==> src/rtl/ni_param_pkg.sv <==
// Shared NoC constants: flit field offsets, destination-mode encodings, the LFSR
// seed and its step function, and the TX FSM state type.
package ni_param_pkg;

  // Destination-selection modes
  localparam int unsigned DestFixed      = 0;
  localparam int unsigned DestRoundRobin = 1;
  localparam int unsigned DestLfsr       = 2;

  localparam logic [15:0] LfsrSeed = 16'hACE1;

  // Flit layout, LSB first: destination, sequence number, header (source node)
  localparam int unsigned DestLsb = 0;

  function automatic int unsigned seq_lsb(input int unsigned addr_sz);
    return addr_sz;
  endfunction

  function automatic int unsigned hdr_lsb(input int unsigned pl_sz, input int unsigned addr_sz);
    return pl_sz + addr_sz;
  endfunction

  // 16-bit maximal Fibonacci LFSR, taps 16,14,13,11
  function automatic logic [15:0] lfsr_next(input logic [15:0] s);
    return {s[14:0], s[15] ^ s[13] ^ s[12] ^ s[10]};
  endfunction

  function automatic logic [15:0] sat_inc(input logic [15:0] c, input logic en);
    return (en && (c != 16'hFFFF)) ? c + 16'd1 : c;
  endfunction

  typedef enum logic {StIdle, StPresent} tx_state_e;

endpackage

==> src/rtl/ni_sync_fifo.sv <==
// Synchronous FIFO; a push at full is accepted when a pop happens in the same cycle.
module ni_sync_fifo #(
  parameter int unsigned WIDTH = 8,
  parameter int unsigned DEPTH = 4,
  localparam int unsigned AW   = $clog2(DEPTH)
) (
  input  logic             clk_i,
  input  logic             rst_ni,
  input  logic             push_i,
  input  logic [WIDTH-1:0] wdata_i,
  input  logic             pop_i,
  output logic [WIDTH-1:0] rdata_o,
  output logic             full_o,
  output logic             empty_o,
  output logic [AW:0]      count_o
);

  logic [WIDTH-1:0] mem_q [DEPTH];
  logic [AW-1:0]    wr_ptr_q, rd_ptr_q;
  logic [AW:0]      cnt_q, cnt_d;
  logic             do_push, do_pop;

  assign full_o  = (cnt_q == (AW + 1)'(DEPTH));
  assign empty_o = (cnt_q == '0);
  assign count_o = cnt_q;
  assign rdata_o = mem_q[rd_ptr_q];
  assign do_pop  = pop_i && !empty_o;
  assign do_push = push_i && (!full_o || do_pop);

  // Occupancy next-state
  always_comb begin
    cnt_d = cnt_q;
    unique case ({do_push, do_pop})
      2'b10:   cnt_d = cnt_q + 1'b1;
      2'b01:   cnt_d = cnt_q - 1'b1;
      default: cnt_d = cnt_q;
    endcase
  end

  // Pointer and occupancy registers
  always_ff @(posedge clk_i or negedge rst_ni) begin
    if (!rst_ni) begin
      wr_ptr_q <= '0;
      rd_ptr_q <= '0;
      cnt_q    <= '0;
    end else begin
      cnt_q <= cnt_d;
      if (do_push) wr_ptr_q <= wr_ptr_q + 1'b1;
      if (do_pop)  rd_ptr_q <= rd_ptr_q + 1'b1;
    end
  end

  // Storage; contents are don't-care while empty so no reset
  always_ff @(posedge clk_i) begin
    if (do_push) mem_q[wr_ptr_q] <= wdata_i;
  end

endmodule

==> src/rtl/ni_param.sv <==
// Network interface: generates sequenced flits toward the router through a TX FIFO
// and a present/transfer FSM, and sinks router flits through an RX FIFO with stats.
module ni_param
  import ni_param_pkg::*;
#(
  parameter int unsigned NODE_ID    = 0,
  parameter int unsigned NUM_NODES  = 4,
  parameter int unsigned ADDR_SZ    = 4,
  parameter int unsigned PL_SZ      = 16,
  parameter int unsigned HDR_SZ     = 4,
  parameter int unsigned TX_DEPTH   = 4,
  parameter int unsigned RX_DEPTH   = 2,
  parameter int unsigned DEST_MODE  = 1,
  parameter int unsigned FIXED_DEST = 1
) (
  input  logic                             clk,
  input  logic                             reset,
  input  logic                             send,
  output logic [HDR_SZ+PL_SZ+ADDR_SZ-1:0] item_out,
  output logic                             req,
  input  logic                             channel_busy,
  input  logic [HDR_SZ+PL_SZ+ADDR_SZ-1:0] item_in,
  input  logic                             valid,
  output logic                             busy,
  input  logic                             sink_stall,
  output logic [15:0]                      tx_count,
  output logic [15:0]                      rx_count,
  output logic [15:0]                      drop_count,
  output logic [15:0]                      err_count
);

  localparam int unsigned W      = HDR_SZ + PL_SZ + ADDR_SZ;
  localparam int unsigned SeqLsb = seq_lsb(ADDR_SZ);
  localparam int unsigned HdrLsb = hdr_lsb(PL_SZ, ADDR_SZ);
  localparam int unsigned TxCntW = $clog2(TX_DEPTH) + 1;
  localparam int unsigned RxCntW = $clog2(RX_DEPTH) + 1;
  localparam logic [ADDR_SZ-1:0] SelfAddr = ADDR_SZ'(NODE_ID);
  localparam logic [ADDR_SZ-1:0] SelfAlt  = ADDR_SZ'((NODE_ID + 1) % NUM_NODES);
  localparam logic [ADDR_SZ-1:0] RrFirst  = (NODE_ID == 0) ? ADDR_SZ'(1) : '0;

  logic [1:0]         rst_sync_q;
  logic               rst_n;
  logic [PL_SZ-1:0]   seq_q;
  logic [ADDR_SZ-1:0] rr_q, rr_next, lfsr_dest, dest_cur;
  logic [15:0]        lfsr_q;
  logic [W-1:0]       tx_flit, tx_rdata, rx_rdata;
  logic               tx_full, tx_empty, tx_pop, drop;
  logic               rx_full, rx_empty, rx_push, rx_pop, rx_err;
  logic [TxCntW-1:0]  tx_cnt;
  logic [RxCntW-1:0]  rx_cnt, rx_cnt_nxt;
  logic               busy_q, busy_d;
  logic [15:0]        tx_count_q, rx_count_q, drop_count_q, err_count_q;
  logic               rx_unused;
  tx_state_e          state_q, state_d;

  // Reset asserts asynchronously, releases two edges after reset rises
  always_ff @(posedge clk or negedge reset) begin
    if (!reset) rst_sync_q <= '0;
    else        rst_sync_q <= {rst_sync_q[0], 1'b1};
  end
  assign rst_n = rst_sync_q[1];

  function automatic logic [ADDR_SZ-1:0] rr_inc(input logic [ADDR_SZ-1:0] a);
    if (32'(a) + 32'd1 >= NUM_NODES) return '0;
    return a + 1'b1;
  endfunction

  // Destination for the current send and the next round-robin pointer
  always_comb begin
    rr_next = rr_inc(rr_q);
    if (rr_next == SelfAddr) rr_next = rr_inc(rr_next);
    lfsr_dest = ADDR_SZ'(32'(lfsr_q) % NUM_NODES);
    if (lfsr_dest == SelfAddr) lfsr_dest = SelfAlt;
    if (DEST_MODE == DestFixed)     dest_cur = ADDR_SZ'(FIXED_DEST);
    else if (DEST_MODE == DestLfsr) dest_cur = lfsr_dest;
    else                            dest_cur = rr_q;
  end

  // Flit assembly
  always_comb begin
    tx_flit                       = '0;
    tx_flit[HdrLsb +: HDR_SZ]     = HDR_SZ'(NODE_ID);
    tx_flit[SeqLsb +: PL_SZ]      = seq_q;
    tx_flit[DestLsb +: ADDR_SZ]   = dest_cur;
  end

  // Sequence and destination generators advance on every send, dropped or not
  always_ff @(posedge clk or negedge rst_n) begin
    if (!rst_n) begin
      seq_q  <= '0;
      rr_q   <= RrFirst;
      lfsr_q <= LfsrSeed;
    end else if (send) begin
      seq_q  <= seq_q + 1'b1;
      rr_q   <= rr_next;
      lfsr_q <= lfsr_next(lfsr_q);
    end
  end

  assign tx_pop = (state_q == StPresent) && !channel_busy;
  assign drop   = send && tx_full && !tx_pop;

  ni_sync_fifo #(.WIDTH(W), .DEPTH(TX_DEPTH)) u_tx_fifo (
    .clk_i   (clk),
    .rst_ni  (rst_n),
    .push_i  (send),
    .wdata_i (tx_flit),
    .pop_i   (tx_pop),
    .rdata_o (tx_rdata),
    .full_o  (tx_full),
    .empty_o (tx_empty),
    .count_o (tx_cnt)
  );

  // TX FSM next state; leaves PRESENT only when the last entry goes with no refill
  always_comb begin
    state_d = state_q;
    unique case (state_q)
      StIdle:    if (!tx_empty) state_d = StPresent;
      StPresent: if (tx_pop && (tx_cnt == TxCntW'(1)) && !send) state_d = StIdle;
      default:   state_d = StIdle;
    endcase
  end

  // TX FSM state register
  always_ff @(posedge clk or negedge rst_n) begin
    if (!rst_n) state_q <= StIdle;
    else        state_q <= state_d;
  end

  assign req      = (state_q == StPresent);
  assign item_out = tx_rdata;

  assign rx_push = valid && !busy_q;
  assign rx_pop  = !rx_empty && !sink_stall;
  assign rx_err  = rx_pop && (rx_rdata[DestLsb +: ADDR_SZ] != SelfAddr);
  assign rx_unused = ^{rx_rdata[HdrLsb +: HDR_SZ], rx_rdata[SeqLsb +: PL_SZ], rx_full};

  ni_sync_fifo #(.WIDTH(W), .DEPTH(RX_DEPTH)) u_rx_fifo (
    .clk_i   (clk),
    .rst_ni  (rst_n),
    .push_i  (rx_push),
    .wdata_i (item_in),
    .pop_i   (rx_pop),
    .rdata_o (rx_rdata),
    .full_o  (rx_full),
    .empty_o (rx_empty),
    .count_o (rx_cnt)
  );

  // busy is registered from next-cycle occupancy so it always equals RX full
  always_comb begin
    rx_cnt_nxt = rx_cnt;
    if (rx_push) rx_cnt_nxt = rx_cnt_nxt + 1'b1;
    if (rx_pop)  rx_cnt_nxt = rx_cnt_nxt - 1'b1;
    busy_d = (rx_cnt_nxt == RxCntW'(RX_DEPTH));
  end

  // Back-pressure flag and saturating statistics
  always_ff @(posedge clk or negedge rst_n) begin
    if (!rst_n) begin
      busy_q       <= 1'b0;
      tx_count_q   <= '0;
      rx_count_q   <= '0;
      drop_count_q <= '0;
      err_count_q  <= '0;
    end else begin
      busy_q       <= busy_d;
      tx_count_q   <= sat_inc(tx_count_q, tx_pop);
      rx_count_q   <= sat_inc(rx_count_q, rx_pop);
      drop_count_q <= sat_inc(drop_count_q, drop);
      err_count_q  <= sat_inc(err_count_q, rx_err);
    end
  end

  assign busy       = busy_q;
  assign tx_count   = tx_count_q;
  assign rx_count   = rx_count_q;
  assign drop_count = drop_count_q;
  assign err_count  = err_count_q;

endmodule
==> config.mk <==
export PLATFORM = sky130hd
export DESIGN_NAME = ni_param
export DESIGN_NICKNAME = d
export VERILOG_FILES = /design/src/rtl/ni_param_pkg.sv /design/src/rtl/ni_sync_fifo.sv /design/src/rtl/ni_param.sv
export SDC_FILE = /design/constraint.sdc
export NUM_CORES = 1
export LEC_CHECK = 0
export CORE_MARGIN = 3
export CORE_UTILIZATION = 54
export CTS_CLUSTER_SIZE = 14
export DETAILED_ROUTE_END_ITERATION = 16
export PLACE_DENSITY = 0.89
export REMOVE_ABC_BUFFERS = 1
export SYNTH_ARGS = -nofsm -noshare
export SYNTH_HDL_FRONTEND = slang
export SYNTH_SLANG_ARGS = --single-unit
==> constraint.sdc <==
create_clock -name clk -period 3.95 [get_ports clk]
set_input_delay 0.5925 -clock clk [delete_from_list [all_inputs] [get_ports clk]]
set_output_delay 0.5925 -clock clk [all_outputs]
set_load 0.05 [all_outputs]
# ---- Word-level counts from Yosys, hierarchy flattened
# Memories as Yosys holds them, arrays and structs flattened.
# Index checks and enable logic that the tools add are counted.
dict set report totals {
  output_inout_bits 90
  elab_cells 102
  ram_bits 128
  n_memories 2
  input_bits 30
  reg_bits 99
}
# memory depth word_bits rd rd_ports_with_merged_regs wr line_no
set memory_table {}
lappend memory_table {u_tx_fifo.mem_q 4 20 1 0 1 ni_sync_fifo.sv:18} ;# logic [WIDTH-1:0] mem_q [DEPTH];
lappend memory_table {u_rx_fifo.mem_q 2 24 1 0 1 ni_sync_fifo.sv:18}
dict set report op_classes {
  n_bitwise 1
  n_eq_ne 12
  n_mux 19
  addsub 18
  magnitude_cmp 2
  n_reduce_logical 33
}
# operator n
set op_table {}
lappend op_table {{adder 16 x 1 -> 16 bit, second input constant} 5}
lappend op_table {{!= test 16 bit, second input constant} 4}
lappend op_table {{2-to-1 mux 4 bit} 5}
lappend op_table {{logical AND 1 bit} 16}
lappend op_table {{adder 4 x 1 -> 5 bit, second input constant} 2}
lappend op_table {{greater-or-equal comparator 5 x 3 -> 1 bit, second input constant} 2}
lappend op_table {{logical NOT 1 bit} 9}
lappend op_table {{2-to-1 mux 1 bit} 9}
lappend op_table {{adder 4 x 1 -> 4 bit, second input constant} 2}
lappend op_table {{== test 2 bit, second input constant} 4}
lappend op_table {{adder 2 x 1 -> 2 bit, second input constant} 3}
lappend op_table {{case mux 3 bit (2 select lines)} 1}
lappend op_table {{== test 2 x 1 -> 1 bit, second input constant} 2}
lappend op_table {{logical NOT 4 bit} 1}
lappend op_table {{2-to-1 mux 2 bit} 2}
lappend op_table {{case mux 2 bit (2 select lines)} 1}
lappend op_table {{nonzero test 2 bit} 2}
lappend op_table {{nonzero test 4 bit} 1}
lappend op_table {{subtractor 2 x 1 -> 2 bit, second input constant} 2}
lappend op_table {{adder 3 x 1 -> 3 bit, second input constant} 1}
lappend op_table {{== test 3 x 1 -> 1 bit, second input constant} 1}
lappend op_table {{== test 3 bit, second input constant} 1}
lappend op_table {{logical NOT 3 bit} 1}
lappend op_table {{subtractor 3 x 1 -> 3 bit, second input constant} 1}
lappend op_table {{5 further kinds} 7}

# ---- Depth between registers and ports, before layout
dict set report logic_depth {
  depth_word 10
  depth_mapped 9
  ltp_nobuf 9
}

# ---- By module
# A second synthesis with hierarchy kept.
dict set report hier_totals {
  cells_unflattened 653
  hier_area_um2 10146.0
}
# mod cells_per_inst n_inst seq_area_each_um2 area_each_um2
set by_module_without_submodules {}
lappend by_module_without_submodules {ni_param 390 1 2203.4 4301.6}
lappend by_module_without_submodules {{ni_sync_fifo at u_tx_fifo} 164 1 3057.9 3895.0}
lappend by_module_without_submodules {{ni_sync_fifo at u_rx_fifo} 99 1 1541.5 1949.4}

# ---- Worst setup path before layout
# No wires, ideal clock.
dict set report synth_timing {
  path_kind {reg2reg}
  from {reg err_count_q[0] (netlist: err_count[0])}
  to {reg err_count_q[1] (netlist: err_count[1])}
  stages_incl_launch_ff 7
  required_ns 3.825
  slack_ns 1.836
  setup_time_ns 0.125
  path_buffers 1
  t_arrival_ns 1.989
  path_cell_list {dfrtp_1 ha_1 nand4_1 or4_1 nand3_1 buf_6 mux2_4}
}
dict set report synth_via {
  elab_chain_cells 2
  elab_cells_between_ends 3
}
# item line_no
set synth_rtl {}
lappend synth_rtl {{start, declared} ni_param.sv:52} ;# logic [15:0] tx_count_q, rx_count_q, drop_count_q, err_count_q;
lappend synth_rtl {{start signal, assigned} ni_param.sv:172} ;# err_count_q <= sat_inc(err_count_q, rx_err);
lappend synth_rtl {{parallel branches: the longest is 2 deep, another holds adder 16 x 1 -> 16 bit} -}
# Several ways; the timed one is not identified.
# A chain may end at the register's enable or synchronous reset.

# ---- Worst setup path in the final report
dict set report layout_timing {
  from {reg u_tx_fifo.rd_ptr_q[0]}
  to {out item_out[3]}
}
dict set report layout_via {
  elab_chain_cells 1
}
# item line_no
set layout_rtl {}
lappend layout_rtl {{start, declared} ni_sync_fifo.sv:19} ;# logic [AW-1:0] wr_ptr_q, rd_ptr_q;
lappend layout_rtl {{start signal, assigned} ni_sync_fifo.sv:49} ;# if (do_pop) rd_ptr_q <= rd_ptr_q + 1'b1;
lappend layout_rtl {{memory (4 x 20 bit)} -}
lappend layout_rtl {{end, declared} ni_param.sv:19} ;# output logic [HDR_SZ+PL_SZ+ADDR_SZ-1:0] item_out,
# No other way between the ends.

==> results.cfg <==
[run_status]
status = finished, final reports clean

[global_route]
antenna_found_initial = 0
grt_pass1_wl_mm = 25.1
grt_usage_pct = 19.5
grt_pass1_vias = 5004
grt_max_degree = 76
overflow = 0

[power]
vdd_drop_max_v = 0.000426
pwr-share-clk_pct = 22.8
switchingPower_w = 0.00269
combPwrFrac_pct = 35.0
powerDensity_mw_per_mm2 = 724
p_int_w = 0.00428
switching_share_pct = 38.7
leakage_nw = 3.84
power_frac_seq_pct = 42.2

[placement]
preCtsSetupSlack_ns = 1.04
dpl.hpwl_mm = 10.3
place_congestion = 0.893
port-buffer-count = 95

[worst_hold_path]
hp-class = in2async

[timing]
fmax_mhz = 303
hold_violations = 0
maxSlewViolCount = 0
worstMarginPinSlew_ns = 0.976
slew-limit-headroom_pct = 34.9
setup_violations = 0
layout_setup_ws_ns = 0.650
fin_crit_ns = 3.30
timing.final.crit_share_pct = 83.5
rsz0062_at_grt = false
setup_tns_ns = 0
fin_skew_ns = 0.0127

[layout]
drive_above_1_share_pct = 11.9
final-seq-area_mm2 = 0.00512
multi_input_comb_area_mm2 = 0.00265
syn2layout_area_growth_pct = 21.7
diodes = 0
nNetsFinal = 716
fillers = 932

[logic_synthesis]
avgSynthCellArea_um2 = 14.2
synth_top_family_by_area = simple AND/OR/NAND/NOR gates
ys_warn_count = 0
synth-edff-count = 88
synth-compound-area-share_pct = 2.67
yosysSeqAreaShare_pct = 64.7
yosys.cell_types.count = 52
synth_top_area_share_pct = 33.4
synth-simple-area-share_pct = 12.4
synth-xor-area-share_pct = 8.08
synth_mux_area_share_pct = 7.26
yosysTopAreaCell = edfxtp_1
async_flop_share_pct = 52.9
synth_area_mm2 = 0.00791
syn_inst = 559
synth_ff_type = dfrtp_1
netlist_top_cells_area = edfxtp_1 33%, dfrtp_1 31%, mux4_2 5.7%, xnor2_1 4.8%, xor2_1 3.3%
synthAdderAreaFrac_pct = 2.85
ys_ff_latch = 187

[routing]
wl_met1_mm = 6.32
post_drt_wl_per_cell_um = 17.5
ant_nets = 0
wl_met2_mm = 7.71
vias = 4838
drt_pre_antenna_iters = 4
dr.first_iter.drc_count = 315
top_layer = met4
routed_wl_mm = 15.1
drcViolationCount = 0
routed_via_density = 5.62
route.met3.wl_um = 938

[clock_tree]
ctsHoldBuffers = 0
cts_resized = 0
cts.sinks = 187
cts_tree = built
clock_latency_ns = 0.42
root_buffer = clkbuf_16
cts_buffers = 17
cts_setup_buffers = 0
clk_path_buf_depth = 2
cts.clk_slew.worst_paths_ns = 0.07
h-tree-depth = 4

[floorplanning]
core_mm2 = 0.0141
die_w_um = 127
boundaryPins = 120
die_height_um = 127
dieArea_mm2 = 0.0161
start_util_pct = 56.1
placementRows = 43

[worst_setup_path]
critical_path_class = reg2out
slowest_stage = dfrtp_1
cp-end-kind = output pin
worstPathArrival_ns = 2.71
path_cells = buf_12 -> mux4_2 -> clkdlybuf4s50_1
cp.required_ns = 3.36
worstPathMaxFanout = 12
slowest_delay_ns = 0.78
start_kind = register

[run]
cap_viol_max_count = 0
## cell usage after synthesis (all sizes together), types with 4 or more instances
library cell and count:
and4 5, inv 16, mux4 20, edfxtp 88, o21ai 6, nand2b 4, or2 4, nor2b 4
dfrtp 98, nand3 26, ha 18, a21oi 11, buf 12, xnor2 43, nor2 38, nand2 39
xor2 30, a31oi 4, nor3 14, and2 4, and3 12, nor4 9, mux2 8, nand4 20
## power groups by stage
stage	Clock, W	Combinational (W)	Sequential [W]
floorplan	0	0.00129	0.00330
CTS	0.00163	0.00247	0.00295
finish	0.00159	0.00244	0.00294
global route	0.00172	0.00259	0.00302
global placement	0	0.00237	0.00294
detailed placement	0	0.00246	0.00298
## per-layer routing
metal	up-vias	GRT usage (%)
li1	2236	-
met1	2454	25.2
met2	139	32.4
met3	9	6.81
met4	0	4.29
met5	-	0
## cells by family (layout without fill, tap and decap cells)
group | Yosys count | after routing
buffers and inverters | 31 | 150
XOR/XNOR | 73 | 73
adder cells (fa/ha/maj) | 18 | 18
other | 2 | 5
flip-flops | 187 | 187
multiplexers | 31 | 31
AND/OR/NAND/NOR | 186 | 186
AO/OA/AOI/OAI | 31 | 31
## final cells by class
cell class              instances  area share (%)
repair buffers                102            10.6
clock inverters                15            1.33
clock buffers                  17            4.42
inverters                      16           0.624
well taps                     180            2.34
flip-flops and latches        187            53.2
multi-input cells             344            27.5
## placed cells by master, fill, tap and decap left out, types with 8 or more instances in the layout
master	synthesis	final
nand2_1	39	39
xor2_1	30	30
nor3_1	13	13
clkbuf_16	0	17
clkdlybuf4s50_1	0	95
xnor2_1	43	43
nor4_1	8	8
inv_1	16	16
a21oi_1	10	10
nand3_1	26	26
mux4_2	20	20
dfrtp_1	98	97
edfxtp_1	88	88
nand4_1	19	19
ha_1	18	18
nor2_1	38	38
and3_1	11	11
## final timing paths
kind	startpoint	to	slack [ns]	cells past startpoint
worst min register to register	rst_sync_q[0]	rst_sync_q[1]	0.35	0
worst max-delay path	u_tx_fifo.rd_ptr_q[0]	item_out[3]	0.65	3
max in group asynchronous	rst_sync_q[1]	busy	2.59	1
worst min-delay path	reset	rst_sync_q[1]	0.33	1
worst max register to register	u_rx_fifo.count_o[0]	err_count[10]	1.65	7
min in group clk	rst_sync_q[0]	rst_sync_q[1]	0.35	0
## sequential cells by signal (all words and copies together) (netlist names), 3 cells and up
name,flops
u_rx_fifo.mem_q,8
drop_count,16
rx_count,16
dest_cur,4
u_tx_fifo.mem_q,80
seq_q,16
err_count,16
u_tx_fifo.count_o,3
tx_count,16
## worst max-delay path, delay by kind of cell (launching register included)
| family | cells | cell delay [ns] |
|---|---|---|
| buffers and inverters | 2 | 0.96 |
| muxes | 1 | 0.53 |
| DFF | 1 | 0.78 |
## stage by stage
step                total power, W  utilization (%)  hold WS (ns)  std cells  cell area, µm²
floorplan                  0.00459                -         0.297        547            7830
global placement           0.00531             64.4         0.339        829            9070
detailed placement         0.00544             64.4         0.340        829            9070
CTS                        0.00705             68.3         0.306        861            9630
global route               0.00732             68.3         0.316        861            9630
finish                     0.00697             68.3         0.329        861            9630
(Power assumes the default switching activity.)
